===== src/rtl/bridge_arbiter_pkg.sv =====
// Shared encodings for the two-master bridge arbiter: FSM states and owner ids.
package bridge_arbiter_pkg;

    typedef enum logic [1:0] {
        ST_IDLE = 2'd0,
        ST_XFER = 2'd1,
        ST_DONE = 2'd2
    } state_t;

    localparam logic OWN_M0 = 1'b0;
    localparam logic OWN_M1 = 1'b1;

endpackage


===== src/rtl/arb_rr2.sv =====
// Two-way winner select: round-robin on ties, or master 0 always wins a tie
// when BRIDGE_ARB_FIXED_PRIO_EN is defined.
module arb_rr2
    import bridge_arbiter_pkg::*;
(
    input  logic [1:0] req,
    input  logic       last_grant,
    output logic       winner
);

    always_comb begin
        // NOTE: default assignment first so every path drives winner (no latch).
        winner = OWN_M0;
        if (req == 2'b11) begin
`ifdef BRIDGE_ARB_FIXED_PRIO_EN
            winner = OWN_M0;
`else
            winner = ~last_grant;
`endif
        end else if (req[1]) begin
            winner = OWN_M1;
        end
    end

endmodule


===== src/rtl/bridge_arbiter.sv =====
// Shares one bridge port between two masters: IDLE -> XFER -> DONE per access.
// Compile option BRIDGE_ARB_FIXED_PRIO_EN selects fixed priority (master 0) on ties.
module bridge_arbiter
    import bridge_arbiter_pkg::*;
#(
    parameter int AW = 32,
    parameter int DW = 32,
    parameter int BW = 4
) (
    input  logic          clk,
    input  logic          reset,
    input  logic          m0_req,
    input  logic [AW-1:0] m0_addr,
    input  logic [DW-1:0] m0_wd,
    input  logic          m0_we,
    input  logic [BW-1:0] m0_be,
    output logic          m0_ack,
    output logic [DW-1:0] m0_rd,
    input  logic          m1_req,
    input  logic [AW-1:0] m1_addr,
    input  logic [DW-1:0] m1_wd,
    input  logic          m1_we,
    input  logic [BW-1:0] m1_be,
    output logic          m1_ack,
    output logic [DW-1:0] m1_rd,
    output logic [AW-1:0] pr_addr,
    output logic [DW-1:0] pr_wd,
    output logic          pr_we,
    output logic [BW-1:0] pr_be,
    input  logic [DW-1:0] pr_rd,
    output logic          busy
);

    state_t state;
    logic   owner;
    logic   last_grant;
    logic   winner;

    logic [AW-1:0] sel_addr;
    logic [DW-1:0] sel_wd;
    logic          sel_we;
    logic [BW-1:0] sel_be;

    arb_rr2 u_arb (
        .req        ({m1_req, m0_req}),
        .last_grant (last_grant),
        .winner     (winner)
    );

    always_comb begin
        sel_addr = m0_addr;
        sel_wd   = m0_wd;
        sel_we   = m0_we;
        sel_be   = m0_be;
        if (winner == OWN_M1) begin
            sel_addr = m1_addr;
            sel_wd   = m1_wd;
            sel_we   = m1_we;
            sel_be   = m1_be;
        end
    end

    // The pr_* registers double as the access latch: loaded in IDLE, shown
    // during XFER, cleared on leaving XFER so the bridge sees zeros otherwise.
    // NOTE: sequential state uses non-blocking assignments only.
    always_ff @(posedge clk or posedge reset) begin
        if (reset) begin
            state      <= ST_IDLE;
            owner      <= OWN_M0;
            last_grant <= OWN_M1;
            pr_addr    <= '0;
            pr_wd      <= '0;
            pr_we      <= 1'b0;
            pr_be      <= '0;
            m0_ack     <= 1'b0;
            m0_rd      <= '0;
            m1_ack     <= 1'b0;
            m1_rd      <= '0;
            busy       <= 1'b0;
        end else begin
            case (state)
                ST_IDLE: begin
                    if (m0_req || m1_req) begin
                        owner   <= winner;
                        pr_addr <= sel_addr;
                        pr_wd   <= sel_wd;
                        pr_we   <= sel_we;
                        pr_be   <= sel_be;
                        busy    <= 1'b1;
                        state   <= ST_XFER;
                    end
                end
                ST_XFER: begin
                    last_grant <= owner;
                    pr_addr    <= '0;
                    pr_wd      <= '0;
                    pr_we      <= 1'b0;
                    pr_be      <= '0;
                    m0_ack     <= (owner == OWN_M0);
                    m0_rd      <= (owner == OWN_M0) ? pr_rd : '0;
                    m1_ack     <= (owner == OWN_M1);
                    m1_rd      <= (owner == OWN_M1) ? pr_rd : '0;
                    state      <= ST_DONE;
                end
                ST_DONE: begin
                    m0_ack <= 1'b0;
                    m0_rd  <= '0;
                    m1_ack <= 1'b0;
                    m1_rd  <= '0;
                    busy   <= 1'b0;
                    state  <= ST_IDLE;
                end
                default: begin
                    busy  <= 1'b0;
                    state <= ST_IDLE;
                end
            endcase
        end
    end

endmodule


===== config.mk =====
export PLATFORM = sky130hd
export DESIGN_NAME = bridge_arbiter
export DESIGN_NICKNAME = d
export VERILOG_FILES = /design/src/rtl/bridge_arbiter_pkg.sv /design/src/rtl/arb_rr2.sv /design/src/rtl/bridge_arbiter.sv
export SDC_FILE = /design/constraint.sdc
export NUM_CORES = 1
export LEC_CHECK = 0
export CAP_MARGIN = 5
export CORE_MARGIN = 2
export CORE_UTILIZATION = 25
export DETAILED_ROUTE_END_ITERATION = 10
export PLACE_DENSITY = 0.65
export SYNTH_ARGS = -nofsm -noshare
export SYNTH_HDL_FRONTEND = slang
export SYNTH_HIERARCHICAL = 1
export SYNTH_SLANG_ARGS = --single-unit
export TNS_END_PERCENT = 1

===== constraint.sdc =====
create_clock -name clk -period 6 [get_ports clk]
set_input_delay 1.5 -clock clk [delete_from_list [all_inputs] [get_ports clk]]
set_output_delay 1.5 -clock clk [all_outputs]
set_load 0.005 [all_outputs]

==> summary.txt, run 1 <==
Logic synthesis
  – Adder-Cell Fraction of Synth Area: 0.867%
  – Synthesized area: 0.00577 mm^2
  – Mapped Nets: between 500 and 600
  – Count leader, synth: dfrtp_1
  – Syn Inst Count: 405
  – Seq/Total Area, Yosys: 60.7%
  – Multiplexer area fraction after synthesis: 12.9%
  – Yosys reg bits: 140
  – Avg Inst Size Synth: 14.3 um^2
  – Post-synth top area share: 60.3%
  – EDFF count, synth: 0
  – Synth top cells by count: 139 x dfrtp_1, 70 x o2bb2ai_1, 69 x mux2i_1, 63 x a22o_1, 23 x buf_2
  – Post-synthesis simple-gate area fraction: 1.11%
  – Synth warnings: 6
  – Main synth FF type: dfrtp_1
  – Post-synthesis cell type count: 27
  – Largest area contributor in the netlist: dfrtp_1
  – Main combinational cell family by area after synthesis: compound AO/OA/AOI/OAI gates
  – Synth Area in XOR/XNOR: 0%
  – Compound-Gate Fraction of Synth Area: roughly a fifth
  – Synth async-reset ratio: 100%
  – Top cells by area, synth: dfrtp_1 60%, mux2i_1 12%, o2bb2ai_1 11%

GRT
  – Initial antenna violation count: 0
  – Grt total ovfl: 0
  – Total track usage: 14.7%
  – First-pass GRT wire length: 27.7 mm
  – Largest net degree at the start of global routing: 77
  – Number of global-route vias before repair: ~5000

Timing
  – Unrepaired setup endpoints after global routing: no
  – Relative slew slack: 29.7%
  – Worst Tran Pin Value: 1.03 ns
  – Final clock skew: 0.0134 ns
  – Max Clk Rate: 0.286 GHz
  – Worst hold slack: between 0.4 and 0.5 ns
  – Setup_tns: 0 ns
  – Min Clock Period, post-route: 3.49 ns
  – Ratio of final minimum period to clock period: 58.2%
  – Final hold viol count: 0
  – Slew Limit Fails: 0
  – Setup Viol. Count Final: 0

Cells and area
  – Synth-to-layout area growth: 68.3%
  – Layout cells sized above 1: 6.56%
  – # diodes: 0
  – Final nets: 883
  – Final Util: between 40% and 50%

Clock network
  – Post-CTS Hold Buffers: 0
  – Clock buffer depth: 2
  – Root Buffer: clkbuf_16
  – Inserted Clock Buffers: 17
  – CTS resizes: 0
  – Clk sinks: 140
  – CTS tree: done
  – Clk_lat worst skew: 0.41 ns
  – Reg clk slew, reported paths: 0.06 ns
  – H-tree depth: 4
  – Setup Fix Bufs, Post-CTS: 0

Job
  – Max-Cap Viols: 0

Floorplan
  – # rows: 55
  – Core area: 0.0226 mm^2
  – Die X: between 150 and 200 um
  – Die ar.: 0.0243 mm^2
  – Initial Utilization: 25.5%
  – Top-Level Pins: a little over 300
  – Chip height: around 160 um

Critical path
  – Worst EP arrival: 3.81 ns
  – CP max FO: 38
  – CP startpoint: m0_req
  – R2r startpoint: state[0]
  – Critical path class: in2reg
  – Worst EP required: between 6 and 7 ns
  – Type of origin of the critical path: primary input
  – Critical Path Sink Type: register
  – Reg2reg setup slack: 3.38 ns

Pwr
  – Max VDD drop: roughly 0.23 mV
  – Int Pwr: 0.00300 W
  – Sw frac: between 30% and 40%
  – Power Dens Cells: between 400 and 500 mW/mm^2
  – Pleak: a little over 4 nW
  – Clock power frac: 23.2%
  – NetSw: 0.00146 W
  – Sequential Power Share: 33.3%
  – Pwr Total: roughly 0.0045 W
  – Combinational fraction of design power: 43.5%

Worst hold path
  – Hold_sp: m0_rd[27]
  – Worst Hold Class: reg2reg

Placed design
  – Post-DP HPWL: 12.7 mm
  – I/O Buffers: between 300 and 400
  – GPL Wtd Cong: 0.743

Routing
  – DRC Markers: 0
  – Mean number of vias per cell: between 4 and 5
  – Via Count: between 4000 and 5000
  – Drt pass-1 iters: 4
  – Post-route ant nets: 0
  – Initial DRC Count: 182
  – Final WL: 18.2 mm
  – Wire per inst: 18.2 um

Outcome
  – Status: finished, final reports clean
==> cells by family (layout without fill, tap and decap cells) <==
group / count (synthesis) / in the layout
AOI/OAI and AO/OA: 138 / 138
adders and majority gates: 4 / 4
buffers and inverters: 40 / 352
DFF: 140 / 140
muxes: 73 / 73
and+or+nand+nor: 10 / 10
==> power by group through the flow <==
stage / sequential [W] / combinational (W) / clock (W)
final: 0.00148 / 0.00194 / 0.00104
after global routing: 0.00153 / 0.00209 / 0.00112
after CTS: 0.00149 / 0.00197 / 0.00108
after detailed placement: 0.00149 / 0.00197 / 0
after global placement: 0.00150 / 0.00193 / 0
after floorplan: 0.00150 / 0.000955 / 0
==> through the flow <==
step	instance area, um^2	setup slack [ns]	cells
3_5_place_dp	9140	2.10	971
2_1_floorplan	5770	0.749	405
5_1_grt	9710	2.39	1002
6_report	9710	2.51	1002
3_3_place_gp	9140	2.16	971
4_1_cts	9710	2.54	1002
==> critical path, stage by stage <==
cell	delay (ns)
clkdlybuf4s50_1	0.47
or2_1	0.30
mux2i_4	0.79
buf_4	0.54
o2bb2ai_1	0.17
==> state kept, by name, indices dropped and copies added, names as in the netlist, 2 cells and up <==
signal,cells
state,2
m1_rd,32
pr_be,4
m0_rd,32
pr_wd,32
pr_addr,32
==> final timing paths <==
kind,end,cells past startpoint
worst min register to register,m0_rd[27],1
worst max-delay path,pr_wd[22],5
worst min-delay path,m0_rd[27],1
min in group asynchronous,pr_wd[3],2
max in group asynchronous,m0_rd[29],3
worst max register to register,pr_wd[22],5
==> final cells by class <==
| cell class | instances | area (um^2) |
|---|---|---|
| inverter | 4 | 20.0 |
| timing repair buffer | 317 | 3170 |
| fill | 2148 | 12900 |
| multi-input combinational | 225 | 2090 |
| clock buffer | 21 | 460 |
| clock inverter | 10 | 116 |
| tap | 285 | 357 |
| sequential | 140 | 3500 |
==> per-layer routing <==
layer | vias up | track usage, % | share of wire (%)
li1 | 2158 | - | -
met1 | 2290 | 18.3 | 43
met2 | 213 | 23.3 | 46
met3 | 20 | 5.72 | 9.9
met4 | 0 | 4.85 | 1.7
met5 | - | 0 | 0
==> layout by cell type, fill, tap and decap left out, types with 3 or more instances in the layout <==
cell type        netlist  routed
clkbuf_16              0      17
dfrtp_1              139     139
mux2_2                 3       3
nand2_1                3       3
mux2i_1               69      69
ha_1                   4       4
buf_4                  3       7
clkdlybuf4s50_1        0     309
o2bb2ai_1             70      70
clkinv_2               0       3
a22o_1                63      63
Note: power is estimated with default switching activity, not from simulation.
==> run 2, diff against run 1 <==
==> constraint.sdc (replaced) <==
create_clock -name clk -period 3.5 [get_ports clk]
set_input_delay 0.875 -clock clk [delete_from_list [all_inputs] [get_ports clk]]
set_output_delay 0.875 -clock clk [all_outputs]
set_load 0.005 [all_outputs]
==> run 2 against run 1 <==
Effect of this change:
- critical path depth unchanged
- register-to-register slack got worse by 1.9 ns
- non-clock buffer count is 6 higher
- wire length decreased by 1.6%
- clock skew is 0.0036 ns lower
- setup slack worse by 1.3 ns
- first-iteration DRC count decreased by 10%
- final cell count grew 0.70%
- count of clock-buffer cells in the layout fell by 2
- power grew 78%
- sequential power rose by 72%
- critical endpoint is now pr_wd[9]
==> summary.txt, run 2 (synthesized netlist as in run 1, its figures left out) <==
Floorplan
  – Top-Level Pins: 310
  – Chip height: approximately 160 um
  – Die ar.: 0.0243 mm^2
  – Initial Utilization: 25.5%
  – # rows: 55
  – Die X: between 150 and 200 um
  – Core area: 0.0226 mm^2

Cells and area
  – Final nets: 889
  – Fill count: 2092
  – Flip-flop and latch area: 0.00350 mm^2
  – Cell Count, Final, Fillers Out: just over 1000
  – Layout cells sized above 1: 7.46%
  – Final Util: a little over two fifths
  – Commonest non-fill, non-tap cell in the layout: clkdlybuf4s50_1
  – Multi-input gate area: 0.00209 mm^2
  – # diodes: 0
  – Most frequent cells in the layout: 309 x clkdlybuf4s50_1, 139 x dfrtp_1, 70 x o2bb2ai_1
  – Synth-to-layout area growth: 71.1%

Routing
  – DRC Markers: 0
  – Mean number of vias per cell: 4.61
  – Final WL: 17.9 mm
  – Routed wl met3: 2.04 mm
  – Max layer used: met4
  – Wire per inst: 17.7 um
  – Via Count: 4652
  – Drt pass-1 iters: 4
  – WL met2: 8.37 mm
  – Metal-1 WL: between 7 and 8 mm
  – Post-route ant nets: 0
  – Initial DRC Count: between 150 and 200

Clock network
  – Post-CTS Hold Buffers: 0
  – Setup Fix Bufs, Post-CTS: 0
  – Clk_lat worst skew: 0.41 ns
  – Clk sinks: 140
  – CTS resizes: 0
  – Root Buffer: clkbuf_16
  – Reg clk slew, reported paths: 0.06 ns
  – H-tree depth: 4
  – Clock buffer depth: 2
  – Inserted Clock Buffers: 17
  – CTS tree: done

Pwr
  – Power Dens Cells: 802 mW/mm^2
  – Sequential Power Share: 32.1%
  – Clock power frac: 25.2%
  – Pleak: 4.20 nW
  – Sw frac: 32.1%
  – Pwr Total: 0.00792 W
  – Int Pwr: 0.00538 W
  – Max VDD drop: 0.485 mV
  – NetSw: 0.00254 W
  – Combinational fraction of design power: about 43%

Timing
  – Worst hold slack: between 0.4 and 0.5 ns
  – Max Clk Rate: ~0.43 GHz
  – Setup Viol. Count Final: 0
  – Setup_tns: 0 ns
  – Final hold viol count: 0
  – Final clock skew: 0.00980 ns
  – Slew Limit Fails: 0
  – Min Clock Period, post-route: 2.33 ns
  – Relative slew slack: 57.2%
  – Unrepaired setup endpoints after global routing: no
  – Ratio of final minimum period to clock period: 66.5%
  – Worst Tran Pin Value: 0.640 ns

GRT
  – First-pass GRT wire length: 27.7 mm
  – Largest net degree at the start of global routing: 85
  – Initial antenna violation count: 0
  – Grt total ovfl: 0
  – Total track usage: 14.5%
  – Number of global-route vias before repair: 4934

Worst hold path
  – Worst Hold Class: reg2reg

Outcome
  – Status: finished, final reports clean

Critical path
  – Critical Path Sink Type: register
  – Worst EP required: 3.79 ns
  – Critical path class: in2reg
  – Worst EP arrival: 2.61 ns
  – Type of origin of the critical path: primary input
  – CP max FO: 31

Placed design
  – I/O Buffers: about 310
  – Post-DP HPWL: 12.5 mm
  – GPL Wtd Cong: 0.740
  – Cells after DPL: 977

Job
  – Max-Cap Viols: 0
[run 2: changes by cell type in the layout (fill, tap and decap cells not counted)]
cell        previous run  this run
buf_12                 1         5
buf_4                  7         9
bufinv_16              2         5
clkbuf_8               2         0
clkinv_2               3         1
clkinv_4               2         1
clkinvlp_4             2         4
inv_6                  2         3
[run 2: final timing paths]
check	slack, ns	cells after the start	endpoint	startpoint
max	1.17	5	pr_wd[9]	m1_req
min	0.48	1	pr_addr[15]	pr_addr[15]
max reg2reg	1.48	6	m0_rd[27]	state[1]
min reg2reg	0.48	1	pr_addr[15]	pr_addr[15]
max in group asynchronous	2.13	3	last_grant	reset
min in group asynchronous	0.92	3	pr_wd[12]	reset
[run 2: through the flow]
step | cell area (um^2) | worst slack [ns]
global placement | 9230 | 0.761
finish | 9870 | 1.17
global route | 9870 | 1.06
floorplan | 5780 | 0.877
CTS | 9870 | 1.17
detailed placement | 9230 | 0.721
[run 2: power by group through the flow]
stage	combinational [W]	sequential (W)	clock, W
after floorplan	0.00164	0.00257	0
after global placement	0.00338	0.00256	0
after detailed placement	0.00344	0.00255	0
after CTS	0.00344	0.00255	0.00206
after global routing	0.00366	0.00262	0.00212
final	0.00338	0.00254	0.00199
[run 2: worst max-delay path: stages]
cell,delay [ns]
clkdlybuf4s50_1,0.50
a21boi_4,0.57
buf_12,0.31
mux2i_1,0.24
o2bb2ai_1,0.08
[run 2: routing by layer]
| layer | vias to the layer above | global-route usage, % |
|---|---|---|
| li1 | 2178 | - |
| met1 | 2265 | 17.5 |
| met2 | 198 | 23.6 |
| met3 | 11 | 6.31 |
| met4 | 0 | 3.93 |
| met5 | - | 0 |
[run 2: area by class of cell]
type | instances | area share (%)
repair buffers | 323 | 33.0
clock buffers | 19 | 4.38
flip-flops and latches | 140 | 35.5
multi-input cells | 225 | 21.1
clock inverters | 13 | 2.15
well taps | 285 | 3.61
inverters | 4 | 0.190
==> run 3, diff against run 2 <==
==> constraint.sdc (replaced) <==
create_clock -name clk -period 2.25 [get_ports clk]
set_input_delay 0.5625 -clock clk [delete_from_list [all_inputs] [get_ports clk]]
set_output_delay 0.5625 -clock clk [all_outputs]
set_load 0.005 [all_outputs]
==> run 3 against run 2 <==
Effect of this change:
- sequential cell count did not move
- wire length fell by 1.3%
- register-to-register slack got worse by 1.1 ns
- critical path depth fell by 4
- global-route usage fell by 0.25 points
- via count rose by 2.4%
- clock power rose by 49%
- sequential share of layout area fell by 0.64 points
- hold slack got worse by 0.0014 ns
- critical endpoint is now pr_addr[31]
- power rose by 58%
- count of clock-buffer cells in the layout rose by 3
- sequential power rose by 56%
==> summary.txt, run 3 (synthesized netlist as in run 1, its figures left out) <==
Floorplan
  – Chip height: 156 um
  – Die ar.: 0.0243 mm^2
  – Top-Level Pins: 310
  – Initial Utilization: 25.5%
  – Die X: approximately 160 um
  – Core area: 0.0226 mm^2
  – # rows: 55

Worst hold path
  – Hold Path Stages: 1
  – Hold_sp: pr_wd[28]
  – Worst Hold Class: reg2reg
  – Worst hold endpoint: pr_wd[28]

Critical path
  – CP delay by family, top: buffers and inverters
  – Critical Path Sink Type: output pin
  – Worst EP required: 1.69 ns
  – CP max FO: 2
  – Worst path slowest cell: clkdlybuf4s50_1
  – Critical Path Max Stage Delay: 0.53 ns
  – Buffers & Inverters on Critical Path: 1
  – R2r startpoint: state[0]
  – Reg2reg setup slack: 0.42 ns
  – Critical path class: reg2out
  – Type of origin of the critical path: register
  – Worst reg2reg path depth: 5
  – Crit path cell chain: clkdlybuf4s50_1
  – Worst EP arrival: 1.32 ns
  – FF-to-FF End: m0_rd[20]

Cells and area
  – Cell Count, Final, Fillers Out: 1029
  – Layout cells sized above 1: 9.81%
  – Fill count: 2115
  – Synth-to-layout area growth: 74.2%
  – Final nets: just over 900
  – Commonest non-fill, non-tap cell in the layout: clkdlybuf4s50_1
  – Most frequent cells in the layout: 309 x clkdlybuf4s50_1, 139 x dfrtp_1, 70 x o2bb2ai_1
  – Final Util: approximately 44%
  – # diodes: 0

Timing
  – Slew Limit Fails: 0
  – Min Clock Period, post-route: between 1.5 and 2 ns
  – Max Clk Rate: 0.530 GHz
  – Relative slew slack: 54.2%
  – Fin worst setup slack: 0.363 ns
  – Setup_tns: 0 ns
  – Unrepaired setup endpoints after global routing: no
  – Final clock skew: 0.00689 ns
  – Final hold viol count: 0
  – Ratio of final minimum period to clock period: between 80 and 90%
  – Worst Tran Pin Value: between 0.6 and 0.7 ns
  – Setup Viol. Count Final: 0

Pwr
  – Combinational fraction of design power: 44.8%
  – Int Pwr: between 0.008 and 0.009 W
  – Pwr Total: 0.0125 W
  – Sequential Power Share: 31.5%
  – Clock power frac: 23.7%
  – Sw frac: a little under a third
  – NetSw: 0.00392 W
  – Power Dens Cells: between 1000 and 1500 mW/mm^2
  – Max VDD drop: 0.611 mV
  – Pleak: approximately 4.3 nW

Routing
  – Drt pass-1 iters: 4
  – Final WL: between 15 and 20 mm
  – Post-route ant nets: 0
  – Via Count: 4763
  – DRC Markers: 0
  – Wire per inst: 17.2 um
  – Mean number of vias per cell: 4.63
  – Initial DRC Count: 139

GRT
  – Grt total ovfl: 0
  – Total track usage: 14.2%
  – Number of global-route vias before repair: 4861
  – Largest net degree at the start of global routing: 82
  – Initial antenna violation count: 0
  – First-pass GRT wire length: 27.0 mm

Clock network
  – CTS resizes: 0
  – Inserted Clock Buffers: 17
  – Root Buffer: clkbuf_16
  – Post-CTS Hold Buffers: 0
  – Clk_lat worst skew: around 0.41 ns
  – CTS tree: done
  – Setup Fix Bufs, Post-CTS: 0
  – Reg clk slew, reported paths: 0.06 ns
  – H-tree depth: 4
  – Clock buffer depth: 2
  – Clk sinks: between 100 and 150

Placed design
  – I/O Buffers: 309
  – Post-DP HPWL: 12.7 mm
  – Cells after DPL: 997
  – GPL Wtd Cong: 0.764
  – Pre-CTS WS: around 0.087 ns

Job
  – Max-Cap Viols: 0

Outcome
  – Status: finished, final reports clean
==> run 3: cell count changes in the layout (fill, tap and decap cells not counted), sizes merged <==
cell and delta:
inv -3, bufinv -1, buf +20, clkbuf +3
clkinv +3, clkinvlp -2
==> run 3: worst max-delay path by stage <==
stage	start	slack [ns]	endpoint	depth (start not counted)
2_1_floorplan	reset	-0.06	busy	1
3_3_place_gp	m1_req	0.12	pr_be[2]	6
3_5_place_dp	m1_req	0.09	pr_wd[13]	6
4_1_cts	pr_addr[31]	0.32	pr_addr[31]	1
5_1_grt	state[1]	0.30	m1_rd[27]	5
6_report	pr_addr[31]	0.36	pr_addr[31]	1
==> run 3: power by group through the flow <==
| stage | clock [W] | sequential, W | combinational (W) |
|---|---|---|---|
| 2_1_floorplan | 0 | 0.00400 | 0.00255 |
| 3_3_place_gp | 0 | 0.00398 | 0.00563 |
| 3_5_place_dp | 0 | 0.00395 | 0.00572 |
| 4_1_cts | 0.00308 | 0.00396 | 0.00572 |
| 5_1_grt | 0.00320 | 0.00406 | 0.00608 |
| 6_report | 0.00297 | 0.00395 | 0.00561 |
==> run 3: per-stage QoR <==
stage	area [um^2]	hold WS (ns)
3_3_place_gp	9430	0.470
6_report	10100	0.483
5_1_grt	10100	0.500
3_5_place_dp	9430	0.472
4_1_cts	10100	0.489
2_1_floorplan	5780	0.477
==> run 3: layout make-up <==
| type | count | area, um^2 | area share, % |
|---|---|---|---|
| Sequential cell | 140 | 3500 | 34.8 |
| Timing Repair Buffer | 343 | 3460 | 34.4 |
| Multi-Input combinational cell | 225 | 2090 | 20.8 |
| Clock buffer | 22 | 464 | 4.62 |
| Tap cell | 285 | 357 | 3.55 |
| Clock inverter | 10 | 164 | 1.63 |
| Inverter | 4 | 18.8 | 0.187 |
==> run 3: per-layer routing <==
metal	GRT usage (%)	up-vias	routed length (um)
li1	-	2216	-
met1	17.9	2313	7400
met2	22.1	212	8060
met3	5.69	22	1870
met4	5.07	0	336
met5	0	-	0
